===== config.mk =====
export PLATFORM = sky130hd
export DESIGN_NAME = regbus_arb
export DESIGN_NICKNAME = d
export VERILOG_FILES = /design/src/rtl/regbus_pkg.sv /design/src/rtl/regbus_arb_sel.sv /design/src/rtl/regbus_arb.sv
export SDC_FILE = /design/constraint.sdc
export NUM_CORES = 1
export LEC_CHECK = 0
export CORE_UTILIZATION = 35
export CTS_CLUSTER_DIAMETER = 200
export DETAILED_ROUTE_END_ITERATION = 10
export HOLD_SLACK_MARGIN = 0.15
export PLACE_DENSITY = 0.74
export SYNTH_ARGS = -nofsm -noshare
export SYNTH_HDL_FRONTEND = slang
export SYNTH_SLANG_ARGS = --single-unit
export TNS_END_PERCENT = 10

===== constraint.sdc =====
create_clock -name clk -period 5.7 [get_ports clk]
set_clock_uncertainty 0.1 [all_clocks]
set_input_delay 0.855 -clock clk [delete_from_list [all_inputs] [get_ports clk]]
set_output_delay 0.855 -clock clk [all_outputs]
set_load 0.03 [all_outputs]

===== src/rtl/regbus_pkg.sv =====
// Shared widths and encodings for the codec register-bus arbiter.
package regbus_pkg;

    localparam int unsigned ADDR_W = 7;
    localparam int unsigned DATA_W = 32;

    typedef enum logic [1:0] {
        IDLE,
        WR,
        RD,
        ACK
    } state_t;

    // One-hot {B,A}; zero means the bus is idle.
    typedef enum logic [1:0] {
        OWN_NONE = 2'b00,
        OWN_A    = 2'b01,
        OWN_B    = 2'b10
    } owner_t;

endpackage


===== src/rtl/regbus_arb_sel.sv =====
// Owner selection for the register bus: A has priority, but B wins once A has
// taken MAX_STREAK consecutive grants while B was waiting.
module regbus_arb_sel
    import regbus_pkg::*;
#(
    parameter int unsigned MAX_STREAK = 4
) (
    input  logic   clk,
    input  logic   rst,
    input  logic   req_a,
    input  logic   req_b,
    input  logic   grantNow,
    output owner_t sel
);

    localparam int unsigned      CNT_W      = $clog2(MAX_STREAK + 1);
    localparam logic [CNT_W-1:0] STREAK_MAX = CNT_W'(MAX_STREAK);

    logic [CNT_W-1:0] streak;
    logic             bTurn;

    always_comb begin
        bTurn = req_b && (streak == STREAK_MAX);
        sel   = OWN_NONE;
        if (req_a && !bTurn) begin
            sel = OWN_A;
        end else if (req_b) begin
            sel = OWN_B;
        end
    end

    // Only IDLE cycles count: a cleared req_b or a B grant restarts the streak.
    always_ff @(posedge clk) begin
        if (rst) begin
            streak <= '0;
        end else if (grantNow) begin
            if (!req_b || sel == OWN_B) begin
                streak <= '0;
            end else if (sel == OWN_A && streak != STREAK_MAX) begin
                streak <= streak + 1'b1;
            end
        end
    end

endmodule


===== src/rtl/regbus_arb.sv =====
// Two-master arbiter/sequencer for the codec control-register bus: serialises
// single-word reads and writes from ports A and B onto one slave bus.
module regbus_arb
    import regbus_pkg::*;
#(
    parameter int unsigned RD_LAT     = 1,
    parameter int unsigned MAX_STREAK = 4
) (
    input  logic              clk,
    input  logic              rst,

    input  logic              req_a,
    input  logic              wr_a,
    input  logic [ADDR_W-1:0] addr_a,
    input  logic [DATA_W-1:0] wdat_a,
    output logic              ack_a,
    output logic [DATA_W-1:0] rdat_a,

    input  logic              req_b,
    input  logic              wr_b,
    input  logic [ADDR_W-1:0] addr_b,
    input  logic [DATA_W-1:0] wdat_b,
    output logic              ack_b,
    output logic [DATA_W-1:0] rdat_b,

    output logic              we,
    output logic [ADDR_W-1:0] addr,
    output logic [DATA_W-1:0] wdat,
    input  logic [DATA_W-1:0] rdat,
    output logic [1:0]        gnt
);

    localparam logic [2:0] LAT_LOAD = 3'(RD_LAT - 1);

    state_t     state;
    state_t     nextState;
    owner_t     sel;
    owner_t     owner;
    logic       selWr;
    logic [2:0] latCnt;

    regbus_arb_sel #(
        .MAX_STREAK(MAX_STREAK)
    ) u_sel (
        .clk     (clk),
        .rst     (rst),
        .req_a   (req_a),
        .req_b   (req_b),
        .grantNow(state == IDLE),
        .sel     (sel)
    );

    assign gnt = owner;

    always_comb begin
        selWr = (sel == OWN_B) ? wr_b : wr_a;
    end

    always_comb begin
        nextState = state;
        case (state)
            IDLE:    if (sel != OWN_NONE) nextState = selWr ? WR : RD;
            WR:      nextState = ACK;
            RD:      if (latCnt == '0) nextState = ACK;
            ACK:     nextState = IDLE;
            default: nextState = IDLE;
        endcase
    end

    always_ff @(posedge clk) begin
        if (rst) begin
            state <= IDLE;
        end else begin
            state <= nextState;
        end
    end

    // Every output is a register; ack is set on the edge that enters ACK.
    always_ff @(posedge clk) begin
        if (rst) begin
            we     <= 1'b0;
            addr   <= '0;
            wdat   <= '0;
            owner  <= OWN_NONE;
            ack_a  <= 1'b0;
            ack_b  <= 1'b0;
            rdat_a <= '0;
            rdat_b <= '0;
            latCnt <= '0;
        end else begin
            we    <= 1'b0;
            ack_a <= 1'b0;
            ack_b <= 1'b0;
            case (state)
                IDLE: begin
                    if (sel != OWN_NONE) begin
                        owner  <= sel;
                        we     <= selWr;
                        latCnt <= LAT_LOAD;
                        if (sel == OWN_B) begin
                            addr <= addr_b;
                            wdat <= wdat_b;
                        end else begin
                            addr <= addr_a;
                            wdat <= wdat_a;
                        end
                    end
                end
                WR: begin
                    ack_a <= (owner == OWN_A);
                    ack_b <= (owner == OWN_B);
                end
                RD: begin
                    if (latCnt == '0) begin
                        if (owner == OWN_B) begin
                            rdat_b <= rdat;
                            ack_b  <= 1'b1;
                        end else begin
                            rdat_a <= rdat;
                            ack_a  <= 1'b1;
                        end
                    end else begin
                        latCnt <= latCnt - 1'b1;
                    end
                end
                ACK: begin
                    owner <= OWN_NONE;
                end
                default: ;
            endcase
        end
    end

endmodule


==> results of run 1 <==
cells by family after synthesis:
| logic type | after synthesis | synth area share, % |
|---|---|---|
| flip-flops | 116 | 49.5 |
| AND/OR/NAND/NOR | 280 | 25.0 |
| buffers and inverters | 57 | 5.47 |
| multiplexers | 3 | 0.667 |
| XOR/XNOR | 4 | 0.748 |
| AO/OA/AOI/OAI | 116 | 16.2 |
| adder cells (fa/ha/maj) | 9 | 2.40 |
state kept, by name (all words and copies together) (netlist names):
signal        count
wdat             32
state             2
ack_a             1
latCnt            3
we                1
ack_b             1
rdat_b           32
rdat_a           32
addr              7
gnt               2
u_sel.streak      3
power by group through the flow:
stage	clock network [mW]	logic (mW)	registers (mW)
2_1_floorplan	0	0.557	1.38
3_3_place_gp	0	1.32	1.09
3_5_place_dp	0	1.36	1.10
4_1_cts	1.08	1.37	1.08
5_1_grt	1.12	1.46	1.10
6_report	1.06	1.36	1.08
final cells by class:
class / instances / area share [%]
timing repair buffer: 228 / 30.1
sequential: 116 / 30.8
multi-input combinational: 412 / 28.0
tap: 172 / 2.86
clock inverter: 10 / 1.73
inverter: 7 / 0.349
clock buffer: 22 / 6.16
per-layer routing:
layer  vias to the layer above  share of wire (%)  GRT usage (%)
met5                         -                  0              0
met4                         0                3.0           11.1
met3                        36                8.9           7.03
met2                       252                 46           33.4
met1                      2203                 43           23.7
li1                       2380                  -              -
critical path: cells and delay by family:
family	cells	cell delay (ns)
AO/OA/AOI/OAI	2	1.06
buffers and inverters	1	0.48
multiplexers	1	0.42
AND/OR/NAND/NOR	1	0.45
worst paths after layout:
kind / cells after the start / start / end / slack [ns]
setup / recovery: 5 / req_a / state[0] / 2.62
hold / removal: 2 / rdat_b[23] / rdat_b[23] / 0.35
setup reg to reg: 6 / u_sel.streak[0] / state[0] / 3.06
hold reg to reg: 2 / rdat_b[23] / rdat_b[23] / 0.35
layout by cell type, fill, tap and decap left out, types with 3 or more instances in the layout:
cell type,instances
clkdlybuf4s50_1,222
inv_1,7
buf_4,6
nand2b_1,4
clkbuf_1,3
nand2_1,171
nand3_1,40
nor3_1,5
a311oi_1,39
clkbuf_16,17
clkinv_2,5
ha_1,9
bufinv_16,3
a21oi_1,66
xnor2_1,3
nor2_1,48
dfxtp_1,116
stage by stage:
step                      hold slack [ns]  power (mW)  utilization, %  instances  worst slack [ns]
after global placement              0.342        2.41            54.1        935              2.21
after floorplan                     0.374        1.94               -        585              3.65
after global routing                0.368        3.69            58.8        967              2.50
after CTS                           0.353        3.53            58.8        967              2.61
after detailed placement            0.346        2.46            54.1        935              2.18
final                               0.353        3.51            58.8        967              2.62
==> impl_metrics.env, run 1 <==
export IMPL_drc_errors=0
export IMPL_gp_congestion=0.809
export IMPL_yosys_area_top_type_share_pct=49.5
export IMPL_hp_class="reg2reg"
export IMPL_grt_max_degree=116
export IMPL_irDropWorstVdd_mv=0.230
export IMPL_synth_edf_count=0
export IMPL_p_sw_share_pct=36.1
export IMPL_min_period_ns=3.08
export IMPL_yosys_top_cells_count="nand2_1 (171), dfxtp_1 (116), a21oi_1 (66)"
export IMPL_wl_um=14100
export IMPL_cts_reportedPaths_clkPinSlew_ns=0.05
export IMPL_cpPeakStageDelay_ns=0.81
export IMPL_ctsHoldBuffers=0
export IMPL_initial_core_util_pct=36.5
export IMPL_portBuffers=223
export IMPL_viasPerCell=5.04
export IMPL_status="complete, no violations"
export IMPL_fmax_mhz=325
export IMPL_syn_avg_cell_area_um2=8.01
export IMPL_setup_tns_final_ns=0
export IMPL_ys_warn_count=0
export IMPL_clockPowerShare_pct=30.3
export IMPL_critPathKind="in2reg"
export IMPL_post_route_cell_area_um2=7530
export IMPL_power_leakage_nw=2.75
export IMPL_yosys_most_used_dff="dfxtp_1"
export IMPL_fp_dieW_um=118
export IMPL_cts_max_path_buffers=2
export IMPL_dpl_hpwl_um=9800
export IMPL_p_sw_mw=1.27
export IMPL_place_area_um2=6940
export IMPL_syn_nets=710
export IMPL_areaGrowthSynthToFinish_pct=60.8
export IMPL_synth_area_um2=4690
export IMPL_yosysUniqueCellTypes=36
export IMPL_wl_per_cell_um=14.6
export IMPL_critPathArrivalTime_ns=3.27
export IMPL_cts_sinks=116
export IMPL_end_kind="flop"
export IMPL_grt_usage_pct=20.6
export IMPL_antenna_found_initial=0
export IMPL_ys_top_cells_by_area="dfxtp_1 (50%), nand2_1 (14%), a311oi_1 (7.3%)"
export IMPL_p_seq_share_pct=30.9
export IMPL_regArea_um2=2320
export IMPL_grt_pass1_vias=4732
export IMPL_ys_ff_latch=116
export IMPL_relSlewSlack_pct=23.1
export IMPL_insertion_delay_ns=0.40
export IMPL_drive_above_1_share_pct=5.03
export IMPL_cts_made_buffers=17
export IMPL_setup_viol=0
export IMPL_antenna_cells=0
export IMPL_fin_nets=907
export IMPL_dr_pass1_iters=5
export IMPL_cap_violations=0
export IMPL_die_area_um2=13900
export IMPL_vias=4871
export IMPL_yosysTopAreaCell="dfxtp_1"
export IMPL_slew_violations=0
export IMPL_multi_input_area_um2=2110
export IMPL_p_int_mw=2.24
export IMPL_drtAntennaViolNets=0
export IMPL_grt_overflow_total=0
export IMPL_hold_viol=0
export IMPL_syn_inst=585
export IMPL_rsz0062_at_grt="no"
export IMPL_cts_resized=0
export IMPL_min_period_over_period_pct=54.0
export IMPL_cp_start_kind="primary input"
export IMPL_die_h_um=118
export IMPL_crit_required_ns=5.90
export IMPL_timing_critical_path_slowest_stage_cell="a21bo_2"
export IMPL_postCtsSetupBuffers=0
export IMPL_io_pins=224
export IMPL_yosysSeqAreaShare_pct=49.5
export IMPL_yosysMostFrequentCell="nand2_1"
export IMPL_root_buffer="clkbuf_16"
export IMPL_crit_fanout=42
export IMPL_tightest_slew_ns=1.15
export IMPL_critical_path_cell_chain="clkdlybuf4s50_1 -> a21bo_2 -> nand2_4 -> mux2_2 -> a211o_1"
export IMPL_cts_htree_levels=4
export IMPL_pwr_share_comb_pct=38.8
export IMPL_power_density_nw_per_um2=466
export IMPL_grt_first_pass_wirelength_um=22700
export IMPL_first_iter_violations=343
export IMPL_cts_tree="yes"
export IMPL_postSynth_asyncResetShare_pct=0
export IMPL_nFillCells=1119
export IMPL_fp_row_count=41
export IMPL_coreArea_um2=12800
Power figures use the tool's default switching activity.
==> run 2, diff against run 1 <==
clock period = 2.94 ns   (was 5.7 ns; I/O delays follow)
==> run 2 against run 1 <==
Against the previous run: critical path depth fell by 4; global-route usage increased by 0.069 points; core utilization up 0.44 points; largest cell class is now non-clock buffers; total power increased by 93%.
==> impl_metrics.env, run 2 (same netlist as run 1, synthesis figures left out) <==
export IMPL_status="complete, no violations"
export IMPL_layout_commonest_cell="clkdlybuf4s50_1"
export IMPL_antenna_cells=0
export IMPL_antenna_found_initial=0
export IMPL_cts_reportedPaths_clkPinSlew_ns=0.05
export IMPL_slew_violations=0
export IMPL_crit_fanout=5
export IMPL_drive_above_1_share_pct=5.75
export IMPL_tightest_slew_ns=0.592
export IMPL_grt_met2_usage_pct=34.6
export IMPL_critPathKind="reg2out"
export IMPL_vias=4920
export IMPL_fp_row_count=41
export IMPL_areaGrowthSynthToFinish_pct=62.0
export IMPL_first_iter_violations=372
export IMPL_fmax_mhz=470
export IMPL_final_cell_mix="clkdlybuf4s50_1 (222), nand2_1 (171), dfxtp_1 (116), a21oi_1 (66), nor2_1 (48)"
export IMPL_cts_made_buffers=17
export IMPL_use_met3_pct=6.98
export IMPL_met1_usage_pct=23.4
export IMPL_initial_core_util_pct=36.5
export IMPL_viasPerCell=5.06
export IMPL_power_leakage_nw=2.76
export IMPL_cts_max_path_buffers=2
export IMPL_grt_max_degree=79
export IMPL_portBuffers=223
export IMPL_cp_start_kind="flop"
export IMPL_place_area_um2=7000
export IMPL_critical_path_cell_chain="clkdlybuf4s50_1"
export IMPL_die_area_um2=13900
export IMPL_hold_depth=2
export IMPL_fin_nets=912
export IMPL_relSlewSlack_pct=60.5
export IMPL_setup_tns_final_ns=0
export IMPL_post_route_cell_area_um2=7590
export IMPL_min_period_ns=2.13
export IMPL_postCtsSetupBuffers=0
export IMPL_end_kind="output port"
export IMPL_root_buffer="clkbuf_16"
export IMPL_dpl_hpwl_um=9890
export IMPL_crit_required_ns=2.40
export IMPL_drc_errors=0
export IMPL_cts_resized=0
export IMPL_r2r_setup_slack_ns=0.89
export IMPL_reg2reg_from="state[0]"
export IMPL_top_regs="rdat_a: 32 flops, rdat_b: 32 flops, wdat: 32 flops"
export IMPL_grt_pass1_vias=4778
export IMPL_busiest_layer="met2"
export IMPL_drtAntennaViolNets=0
export IMPL_cts_htree_levels=4
export IMPL_cts_sinks=116
export IMPL_hold_viol=0
export IMPL_gp_congestion=0.820
export IMPL_insertion_delay_ns=0.41
export IMPL_min_to="rdat_a[25]"
export IMPL_cts_tree="yes"
export IMPL_rsz0062_at_grt="no"
export IMPL_cpPeakStageDelay_ns=0.75
export IMPL_dr_pass1_iters=4
export IMPL_ctsHoldBuffers=0
export IMPL_timing_critical_path_slowest_stage_cell="clkdlybuf4s50_1"
export IMPL_wl_um=14100
export IMPL_critPathArrivalTime_ns=1.59
export IMPL_irDropWorstVdd_mv=0.451
export IMPL_cap_violations=0
export IMPL_grt_overflow_total=0
export IMPL_worstReg2RegEnd="rdat_a[14]"
export IMPL_fp_dieW_um=118
export IMPL_setup_viol=0
export IMPL_critical_path_top_delay_family="buffers and inverters"
export IMPL_min_period_over_period_pct=72.4
export IMPL_hp_class="reg2reg"
export IMPL_nFillCells=1121
export IMPL_coreArea_um2=12800
export IMPL_wl_per_cell_um=14.5
export IMPL_worst_path_buf_inv=1
export IMPL_die_h_um=118
export IMPL_hold_start="rdat_a[25]"
export IMPL_rr_worst_depth=7
export IMPL_grt_usage_pct=20.6
export IMPL_grt_first_pass_wirelength_um=22900
export IMPL_io_pins=224
export IMPL_power_density_nw_per_um2=891
[run 2: worst max-delay path by stage]
stage,start,endpoint,slack (ns),depth (start not counted)
2_1_floorplan,u_sel.streak[0],state[0],1.15,7
3_3_place_gp,req_a,addr[0],0.67,6
3_5_place_dp,req_a,wdat[16],0.59,6
4_1_cts,gnt[1],gnt[1],0.76,1
5_1_grt,state[0],rdat_a[6],0.72,7
6_report,gnt[0],gnt[0],0.81,1
[run 2: metrics by stage]
step                power, mW  cells  utilization, %  setup WS (ns)  hold slack, ns
floorplan                3.76    585               -           1.15           0.374
global placement         4.71    940            54.6          0.666           0.341
detailed placement       4.78    940            54.6          0.586           0.346
CTS                      6.82    972            59.2          0.762           0.353
global route             7.13    972            59.2          0.722           0.371
finish                   6.76    972            59.2          0.810           0.350
[run 2: power by group]
part / leakage, nW / internal (mW) / switching (mW)
sequential: 0.948 / 1.91 / 0.185
clock: 0.268 / 1.29 / 0.732
combinational: 1.55 / 1.09 / 1.56
[run 2: area by class of cell]
class | instances | area [µm²] | share of cell area, %
clock inverter | 11 | 128 | 1.68
tap | 172 | 215 | 2.84
timing repair buffer | 233 | 2330 | 30.7
multi-input combinational | 412 | 2110 | 27.8
inverter | 7 | 26.3 | 0.346
sequential | 116 | 2320 | 30.6
clock buffer | 21 | 460 | 6.07
[run 2: worst reg2reg max path, delay by kind of cell (launching register included)]
family | cells | cell delay (ns)
AO/OA/AOI/OAI | 1 | 0.15
flip-flops | 1 | 0.37
adder cells (fa/ha/maj) | 1 | 0.27
AND/OR/NAND/NOR | 3 | 0.64
buffers and inverters | 2 | 0.46
[run 2: routing by layer]
layer,up-vias,wire [µm]
met4,0,325
li1,2391,-
met5,-,0
met2,221,6740
met1,2281,5750
met3,27,1250
